`config.mk`:
```
export PLATFORM = sky130hd
export DESIGN_NAME = jtdd2_adpcm_cache
export DESIGN_NICKNAME = d
export VERILOG_FILES = /design/src/rtl/jtdd2_adpcm_cache_pkg.sv /design/src/rtl/jtdd2_adpcm_line.sv /design/src/rtl/jtdd2_adpcm_cache.sv
export SDC_FILE = /design/constraint.sdc
export NUM_CORES = 1
export LEC_CHECK = 0
export CORE_MARGIN = 3
export CORE_UTILIZATION = 62
export CTS_BUF_LIST = sky130_fd_sc_hd__clkbuf_16
export CTS_CLUSTER_SIZE = 28
export DETAILED_ROUTE_END_ITERATION = 16
export PLACE_DENSITY = 0.86
export SYNTH_ARGS = -nofsm -noshare
export SYNTH_HDL_FRONTEND = slang
export SYNTH_SLANG_ARGS = --single-unit
```
`constraint.sdc`:
```
create_clock -name clk -period 4.3 [get_ports clk]
set_clock_uncertainty 0.1 [all_clocks]
set_input_delay 0.645 -clock clk [delete_from_list [all_inputs] [get_ports clk]]
set_output_delay 0.645 -clock clk [all_outputs]
set_load 0.02 [all_outputs]
```
`src/rtl/jtdd2_adpcm_cache_pkg.sv`:
```
`default_nettype none
//==============================================================================
// Module : jtdd2_adpcm_cache_pkg
// Brief  : State encoding and line geometry shared by the ADPCM read cache.
// Rev    : 1.0  initial release
//==============================================================================
package jtdd2_adpcm_cache_pkg;

  typedef enum logic [1:0] {
    ST_IDLE     = 2'd0,
    ST_DEMAND   = 2'd1,
    ST_PREFETCH = 2'd2
  } cache_state_t;

  localparam int c_LINE_BITS = 32;

endpackage
`default_nettype wire

```
`src/rtl/jtdd2_adpcm_line.sv`:
```
`default_nettype none
//==============================================================================
// Module : jtdd2_adpcm_line
// Brief  : One cache entry: valid/tag/data registers, hit compare, byte select.
// Rev    : 1.0  initial release
//==============================================================================
module jtdd2_adpcm_line
  import jtdd2_adpcm_cache_pkg::*;
#(
  parameter int TW = 16,
  parameter int LW = 2
) (
  input  logic                   clk,
  input  logic                   rst_n,
  input  logic                   i_clr,
  input  logic                   i_we,
  input  logic [TW-1:0]          i_wr_tag,
  input  logic [c_LINE_BITS-1:0] i_wr_data,
  input  logic [TW-1:0]          i_rd_tag,
  input  logic [LW-1:0]          i_rd_sel,
  output logic                   o_valid,
  output logic [TW-1:0]          o_tag,
  output logic                   o_hit,
  output logic [7:0]             o_byte
);

  logic                   r_valid;
  logic [TW-1:0]          r_tag;
  logic [c_LINE_BITS-1:0] r_data;

  // Invalidate has priority over a fill arriving in the same cycle.
  always_ff @(posedge clk or negedge rst_n) begin
    if (!rst_n) begin
      r_valid <= 1'b0;
      r_tag   <= '0;
      r_data  <= '0;
    end else if (i_clr) begin
      r_valid <= 1'b0;
    end else if (i_we) begin
      r_valid <= 1'b1;
      r_tag   <= i_wr_tag;
      r_data  <= i_wr_data;
    end
  end

  assign o_valid = r_valid;
  assign o_tag   = r_tag;
  assign o_hit   = r_valid && (r_tag == i_rd_tag);
  assign o_byte  = r_data[{i_rd_sel, 3'b000} +: 8];

endmodule
`default_nettype wire

```
`src/rtl/jtdd2_adpcm_cache.sv`:
```
`default_nettype none
//==============================================================================
// Module : jtdd2_adpcm_cache
// Brief  : Two-line ADPCM ROM read buffer with next-line prefetch on demand fill.
// Rev    : 1.0  initial release
//==============================================================================
module jtdd2_adpcm_cache
  import jtdd2_adpcm_cache_pkg::*;
#(
  parameter int AW = 18,
  parameter int LW = 2
) (
  input  logic             clk,
  input  logic             rst_n,
  input  logic             flush,
  input  logic [AW-1:0]    addr,
  input  logic             cs,
  output logic [7:0]       dout,
  output logic             ok,
  output logic [AW-LW-1:0] mem_addr,
  output logic             mem_cs,
  input  logic [31:0]      mem_data,
  input  logic             mem_ok
);

  localparam int TW = AW - LW;

  cache_state_t  r_state;
  logic          r_lru;
  logic          r_target;
  logic          r_discard;
  logic          r_ok;
  logic          r_mem_cs;
  logic [AW-1:0] r_addr;
  logic [7:0]    r_dout;
  logic [TW-1:0] r_mem_addr;

  logic [TW-1:0] w_tag;
  logic [LW-1:0] w_sel;
  logic [1:0]    w_valid;
  logic [1:0]    w_hit;
  logic [1:0]    w_we;
  logic [TW-1:0] w_line_tag  [2];
  logic [7:0]    w_line_byte [2];
  logic          w_any_hit;
  logic          w_fill;
  logic          w_next_res;
  logic [TW-1:0] w_next;

  assign w_tag      = addr[AW-1:LW];
  assign w_sel      = addr[LW-1:0];
  assign w_any_hit  = cs && (w_hit != 2'b00);
  // A returning line is kept only if no flush touched this request.
  assign w_fill     = r_mem_cs && mem_ok && !flush && !r_discard;
  assign w_next     = r_mem_addr + TW'(1);
  assign w_next_res = w_valid[~r_target] && (w_line_tag[~r_target] == w_next);

  generate
    for (genvar gi = 0; gi < 2; gi++) begin : g_line
      assign w_we[gi] = w_fill && (r_target == 1'(gi));
      jtdd2_adpcm_line #(
        .TW (TW),
        .LW (LW)
      ) u_line (
        .clk       (clk),
        .rst_n     (rst_n),
        .i_clr     (flush),
        .i_we      (w_we[gi]),
        .i_wr_tag  (r_mem_addr),
        .i_wr_data (mem_data),
        .i_rd_tag  (w_tag),
        .i_rd_sel  (w_sel),
        .o_valid   (w_valid[gi]),
        .o_tag     (w_line_tag[gi]),
        .o_hit     (w_hit[gi]),
        .o_byte    (w_line_byte[gi])
      );
    end
  endgenerate

  always_ff @(posedge clk or negedge rst_n) begin
    if (!rst_n) begin
      r_state    <= ST_IDLE;
      r_lru      <= 1'b0;
      r_target   <= 1'b0;
      r_discard  <= 1'b0;
      r_ok       <= 1'b0;
      r_mem_cs   <= 1'b0;
      r_addr     <= '0;
      r_dout     <= '0;
      r_mem_addr <= '0;
    end else begin
      if (flush) begin
        r_ok <= 1'b0;
      end else if (w_any_hit) begin
        r_ok   <= 1'b1;
        r_addr <= addr;
        r_dout <= w_hit[0] ? w_line_byte[0] : w_line_byte[1];
        r_lru  <= w_hit[0];
      end
      case (r_state)
        ST_IDLE: begin
          if (cs && !w_any_hit && !flush) begin
            r_mem_addr <= w_tag;
            r_mem_cs   <= 1'b1;
            r_target   <= r_lru;
            r_discard  <= 1'b0;
            r_state    <= ST_DEMAND;
          end
        end
        ST_DEMAND: begin
          if (flush) r_discard <= 1'b1;
          if (mem_ok) begin
            r_mem_cs  <= 1'b0;
            r_discard <= 1'b0;
            if (!w_fill) begin
              r_state <= ST_IDLE;
            end else begin
              r_lru <= ~r_target;
              if (w_next_res) begin
                r_state <= ST_IDLE;
              end else begin
                // The other entry takes the prefetch; lru is left pointing at it.
                r_state    <= ST_PREFETCH;
                r_target   <= ~r_target;
                r_mem_addr <= w_next;
              end
            end
          end
        end
        ST_PREFETCH: begin
          if (!r_mem_cs) begin
            if (flush) r_state  <= ST_IDLE;
            else       r_mem_cs <= 1'b1;
          end else begin
            if (flush) r_discard <= 1'b1;
            if (mem_ok) begin
              r_mem_cs  <= 1'b0;
              r_discard <= 1'b0;
              r_state   <= ST_IDLE;
            end
          end
        end
        default: r_state <= ST_IDLE;
      endcase
    end
  end

  assign dout     = r_dout;
  assign ok       = r_ok && cs && (addr == r_addr);
  assign mem_addr = r_mem_addr;
  assign mem_cs   = r_mem_cs;

endmodule
`default_nettype wire

```
==> qor.yml, run 1 <==
outcome:
  status: "finished, final reports clean"
setup_path:
  start_kind: "flop"
  cp-startpoint: "r_target"
  reg2reg_setup_slack_ps: 620
  crit_type: "reg -> reg"
  cp.depth: 8
  critPathMaxStageDelay_ps: 1100
  cp_slowest_cell: "dfrtp_1"
  crit_top_cell: "xnor2_1"
  arrival_ps: 3890
  cp_top_family: "compound AO/OA/AOI/OAI gates"
  r2r-start: "r_target"
  critPathBufInv: 0
  cp.required_ps: 4520
  rr_worst_depth: 8
  cp-end-kind: "flop"
  cp_max_fo: 20
  crit_path_cell_trace: "mux2i_1 -> xnor2_1 -> xnor2_1 -> a31o_2 -> nand4_1 -> o21ai_0 -> nor2_1 -> o311a_1"
timing:
  finalSetupViolations: 0
  min_period_ps: 3680
  slew_headroom_pct: 24.1
  worst_pin_slew_ps: 1140
  rsz0062_at_grt: "no"
  fin_crit_sh_pct: 85.5
  drv_slew: 0
  fmax_ghz: 0.272
  setup_tns_ps: 0
  final-hold-violation-count: 0
detailed_routing:
  vias_per_cell: 6.42
  drc_errors: 0
  dr_total_vias: 5668
  ant_nets: 0
  routed_wl_microns: 20300
  drt_iter0_drc: 548
  wl_per_cell_microns: 22.9
  drt_pass1_iterations: 5
synthesis:
  synth_top_area_share_pct: 47.5
  yosysSeqAreaShare_pct: 47.5
  synth_area_leaders: "dfrtp_1, mux2_2, xnor2_1, mux2i_1, mux4_2"
  ys_async_sr_fraction_pct: 100
  synth_top_flop_cell: "dfrtp_1"
  synth_nets: 681
  syn-cell-area_sq_um: 7740
  netlist-cell-type-count: 55
  syn_area_per_cell_sq_um: 12.5
  synth_edf_count: 0
  yosys_warnings: 0
  yosysTopAreaCell: "dfrtp_1"
  postSynthCellCount: 621
  ys_ff_latch: 147
final_layout:
  diodes: 0
  seq_area_sq_um: 3680
  multi_input_area_sq_um: 3830
  layout_common_cells: "dfrtp_1, mux2_2, clkdlybuf4s50_1"
  drive_gt1_share_pct: 26.3
  final_common_cell: "dfrtp_1"
  syn2layout_area_growth_pct: 20.2
  fillers: 755
  fin_nets: 762
clock_network:
  htree_num_levels: 4
  postCtsSetupRepairBufs: 0
  clock-sinks: 147
  ctsHoldBuffers: 0
  cts_resized: 0
  root_buffer: "clkbuf_16"
  clkLatencyLatePin_ps: 440
  cts_buffers: 17
  clockBufferDepth: 2
  cts_tree: "yes"
  clk_pin_slew_ps: 60
hold_path:
  hp-class: "in -> async"
global_routing:
  antenna_found_initial: 0
  grt_max_degree: 99
  grt_pass1_vias: 6027
  grt_usage_pct: 30.3
  grt_pass1_wl_microns: 33000
  grt-ovfl-total: 0
flow_run:
  drv_cap: 0
place:
  gp_congestion: 1.03
  port_buffers: 80
  hpwlAfterDp_microns: 13900
floorplan:
  boundaryPins: 81
  die_h_microns: 118
  die_area_sq_um: 13900
  core_area_sq_um: 12100
  fp.dieW_microns: 118
  start_util_pct: 63.9
  rows: 40
power_and_ir_drop:
  power_density_nw_per_um2: 682
  leakage_uw: 0.00400
  vdd_drop_max_mv: 0.354
  power_uw: 6350
[report_power, final]
part	switching (uW)	total, uW	internal [uW]	leakage [uW]
Sequential	528	2430	1900	0.00186
Combinational	1150	2450	1300	0.00186
Clock	616	1470	858	0.000277
[layer usage]
layer	up-vias	GRT usage, %	wire length, microns
met5	-	0	0
met2	323	48.5	9790
li1	2447	-	-
met1	2831	40.1	8180
met3	67	6.63	1540
met4	0	13.6	750
[synthesized netlist by cell type (all sizes together), types with 3 or more instances]
| master | number |
|---|---|
| mux2i | 29 |
| a211oi | 11 |
| mux2 | 109 |
| clkbuf | 21 |
| and4 | 7 |
| nor4 | 12 |
| dfrtp | 147 |
| o32ai | 6 |
| nor2 | 20 |
| nand4 | 12 |
| or3 | 4 |
| buf | 15 |
| nand2 | 15 |
| o21ai | 13 |
| and2 | 3 |
| xnor2 | 55 |
| nor3 | 11 |
| ha | 5 |
| a31o | 6 |
| or4 | 3 |
| xor2 | 22 |
| nand3 | 12 |
| mux4 | 16 |
| a21oi | 16 |
| a21o | 3 |
| inv | 15 |
| and3 | 10 |
[area by class of cell]
cell class	count	share of cell area [%]
clock inverters	15	1.69
flip-flops and latches	147	39.5
repair buffers	98	10.2
inverters	15	0.605
multi-input cells	423	41.1
well taps	168	2.26
clock buffers	17	4.57
[logic make-up (layout without fill, tap and decap cells)]
logic type / Yosys count / after routing / synth area share (%)
fa+ha+maj: 5 / 5 / 0.808
buf+inv: 51 / 145 / 3.20
xor+xnor: 77 / 77 / 8.71
compound gates: 70 / 70 / 6.76
mux: 154 / 154 / 24.5
simple gates: 117 / 117 / 8.49
flops: 147 / 147 / 47.5
[state kept, by name, summed over array words and instances, names as in the netlist]
name and count:
dout 8, g_line.u_line.o_tag 32, g_line.u_line.o_valid 2, g_line.u_line.r_data 64, mem_addr 16, mem_cs 1, r_addr 18, r_discard 1
r_lru 1, r_ok 1, r_state 2, r_target 1
[metrics by stage]
step / setup WS [ps] / cell area, sq um / instances / hold WS (ps) / util, %
detailed placement: 379 / 8720 / 851 / 371 / 72.0
floorplan: 1390 / 7740 / 621 / 249 / -
finish: 625 / 9310 / 883 / 193 / 76.8
global route: 469 / 9310 / 883 / 281 / 76.8
CTS: 678 / 9310 / 883 / 253 / 76.8
global placement: 456 / 8720 / 851 / 366 / 72.0
[worst paths after layout]
check | to
worst min register to register | g_line[1].u_line.r_data[18]
worst min-delay path | g_line[1].u_line.o_tag[10]
max in group asynchronous | g_line[0].u_line.r_data[16]
worst max-delay path | mem_addr[10]
min in group clk | g_line[1].u_line.r_data[18]
worst max register to register | mem_addr[10]
(Power assumes the default switching activity.)
==> inputs of run 2 (changes only) <==
Settings changed: SLEW_MARGIN set to 20.
Clock period 4.3 ns to 4.7 ns, I/O delays scaled along.
==> run 2 against run 1 <==
Compared with the run above: die area did not move; critical endpoint is now ok; critical path type is now in -> out; flip-flop and latch count did not move; largest power group is now registers; count of clock-buffer cells in the layout did not move.
==> qor.yml, run 2 (same netlist as run 1, synthesis figures left out) <==
timing:
  finalWorstSetupSlack_ps: 800  # +175 ps
  finalSetupViolations: 0  # unchanged
  fin_crit_sh_pct: 83.0
  fmax_ghz: 0.256
  final-hold-violation-count: 0  # unchanged
  min_period_ps: 3900
  setup_tns_ps: 0  # unchanged
  drv_slew: 0  # unchanged
  rsz0062_at_grt: "no"
  hold_slack_ps: 185  # -8.07 ps
  slew_headroom_pct: 23.8  # -0.22 points
  worst_pin_slew_ps: 1140  # +3.28 ps
place:
  hpwlAfterDp_microns: 13700  # -1.7%
  place_area_sq_um: 8670  # -0.57%
  place_ws_ps: 685  # +305 ps
  port_buffers: 80  # unchanged
  gp_congestion: 0.997  # -2.9%
flow_run:
  drv_cap: 0  # unchanged
final_layout:
  final_common_cell: "dfrtp_1"
  syn2layout_area_growth_pct: 19.9
  stdcell_area_sq_um: 9280  # -0.31%
  layout_common_cells: "dfrtp_1, mux2_2, clkdlybuf4s50_1"
  largest_register: "g_line.u_line.r_data"
  largest_reg_flops: 64  # unchanged
  fillers: 756  # +0.13%
  fin_nets: 757  # -0.66%
  drive_gt1_share_pct: 25.6  # -0.66 points
  diodes: 0  # unchanged
detailed_routing:
  drt_iter0_drc: 581  # +6.0%
  met3_length_microns: 1590  # +3.1%
  wl_met2_microns: 9860  # +0.74%
  drc_errors: 0  # unchanged
  vias_per_cell: 6.49  # +1.2%
  drt_pass1_iterations: 5  # unchanged
  wl_per_cell_microns: 23.3  # +1.3%
  ant_nets: 0  # unchanged
  top_layer: "met4"
  routed_wl_microns: 20400  # +0.75%
  wl_met1_microns: 7870  # -3.8%
  dr_total_vias: 5702  # +0.60%
floorplan:
  die_h_microns: 118  # unchanged
  fp.dieW_microns: 118  # unchanged
  core_area_sq_um: 12100  # unchanged
  rows: 40  # unchanged
  boundaryPins: 81  # unchanged
  die_area_sq_um: 13900  # unchanged
  start_util_pct: 63.9  # unchanged
clock_network:
  clkLatencyLatePin_ps: 430  # about the same
  htree_num_levels: 4  # unchanged
  postCtsSetupRepairBufs: 0  # unchanged
  clock-sinks: 147  # unchanged
  ctsHoldBuffers: 0  # unchanged
  root_buffer: "clkbuf_16"
  clockBufferDepth: 2  # unchanged
  cts_buffers: 17  # unchanged
  cts_resized: 0  # unchanged
  cts_tree: "yes"
  clk_pin_slew_ps: 60  # about the same
global_routing:
  antenna_found_initial: 0  # unchanged
  grt-ovfl-total: 0  # unchanged
  grt_pass1_vias: 5988  # -0.65%
  grt_max_degree: 67  # -32%
  grt_usage_pct: 30.2  # -0.16 points
  grt_pass1_wl_microns: 32700  # -0.92%
power_and_ir_drop:
  power_uw: 5860  # -7.7%
  comb_power_share_pct: 37.8  # -0.7 points
  p_int_uw: 3760  # -7.4%
  switching_share_pct: 35.9  # -0.22 points
  clkPwrFrac_pct: 24.0  # +0.8 points
  power_density_nw_per_um2: 632  # -7.4%
  power_frac_seq_pct: 38.2  # about the same
  vdd_drop_max_mv: 0.438  # +24%
  p_switching_uw: 2100  # -8.3%
  leakage_uw: 0.00399  # -0.22%
setup_path:
  cp-startpoint: "addr[12]"
  rr_worst_depth: 7  # -1
  cp_max_fo: 5  # -75%
  arrival_ps: 3090  # -800 ps
  cp.required_ps: 3890  # -630 ps
  r2r-start: "r_target"
  crit_type: "in -> out"
  cp-end-kind: "output port"
  start_kind: "primary input"
hold_path:
  hp-class: "in -> async"
outcome:
  status: "finished, final reports clean"
run 2: routing by layer:
layer	global-route usage, %	up-vias
li1	-	2438
met1	38.5	2840
met2	49.0	337
met3	5.67	87
met4	16.4	0
met5	0	-
run 2: worst paths after layout:
check | to | slack (ps)
max | ok | 800
min | mem_addr[5] | 180
max reg2reg | mem_addr[1] | 960
min reg2reg | r_ok | 380
max in group asynchronous | r_addr[2] | 3190
min in group clk | r_ok | 380
run 2: per-stage QoR:
| stage | util, % | instances |
|---|---|---|
| global route | 76.6 | 878 |
| finish | 76.6 | 878 |
| floorplan | - | 621 |
| global placement | 71.6 | 846 |
| CTS | 76.6 | 878 |
| detailed placement | 71.6 | 846 |
run 2: layout make-up:
class / count / area, sq um / area share, %
multi-input combinational: 423 / 3830 / 41.3
sequential: 147 / 3680 / 39.6
timing repair buffer: 93 / 900 / 9.70
clock buffer: 17 / 425 / 4.59
tap: 168 / 210 / 2.27
clock inverter: 15 / 179 / 1.93
inverter: 15 / 56.3 / 0.607
run 2: power by group through the flow:
stage	logic (uW)	clock network, uW	registers, uW
after floorplan	1640	0	2070
after global placement	2070	0	2180
after detailed placement	2160	0	2220
after CTS	2200	1420	2220
after global routing	2370	1470	2290
final	2220	1410	2240
run 2: worst max-delay path: stages:
cell             delay (ps)
clkdlybuf4s50_1         590
xor2_1                  270
nor4_1                  480
nand3_1                 190
nor4_1                  200
clkdlybuf4s50_1         650
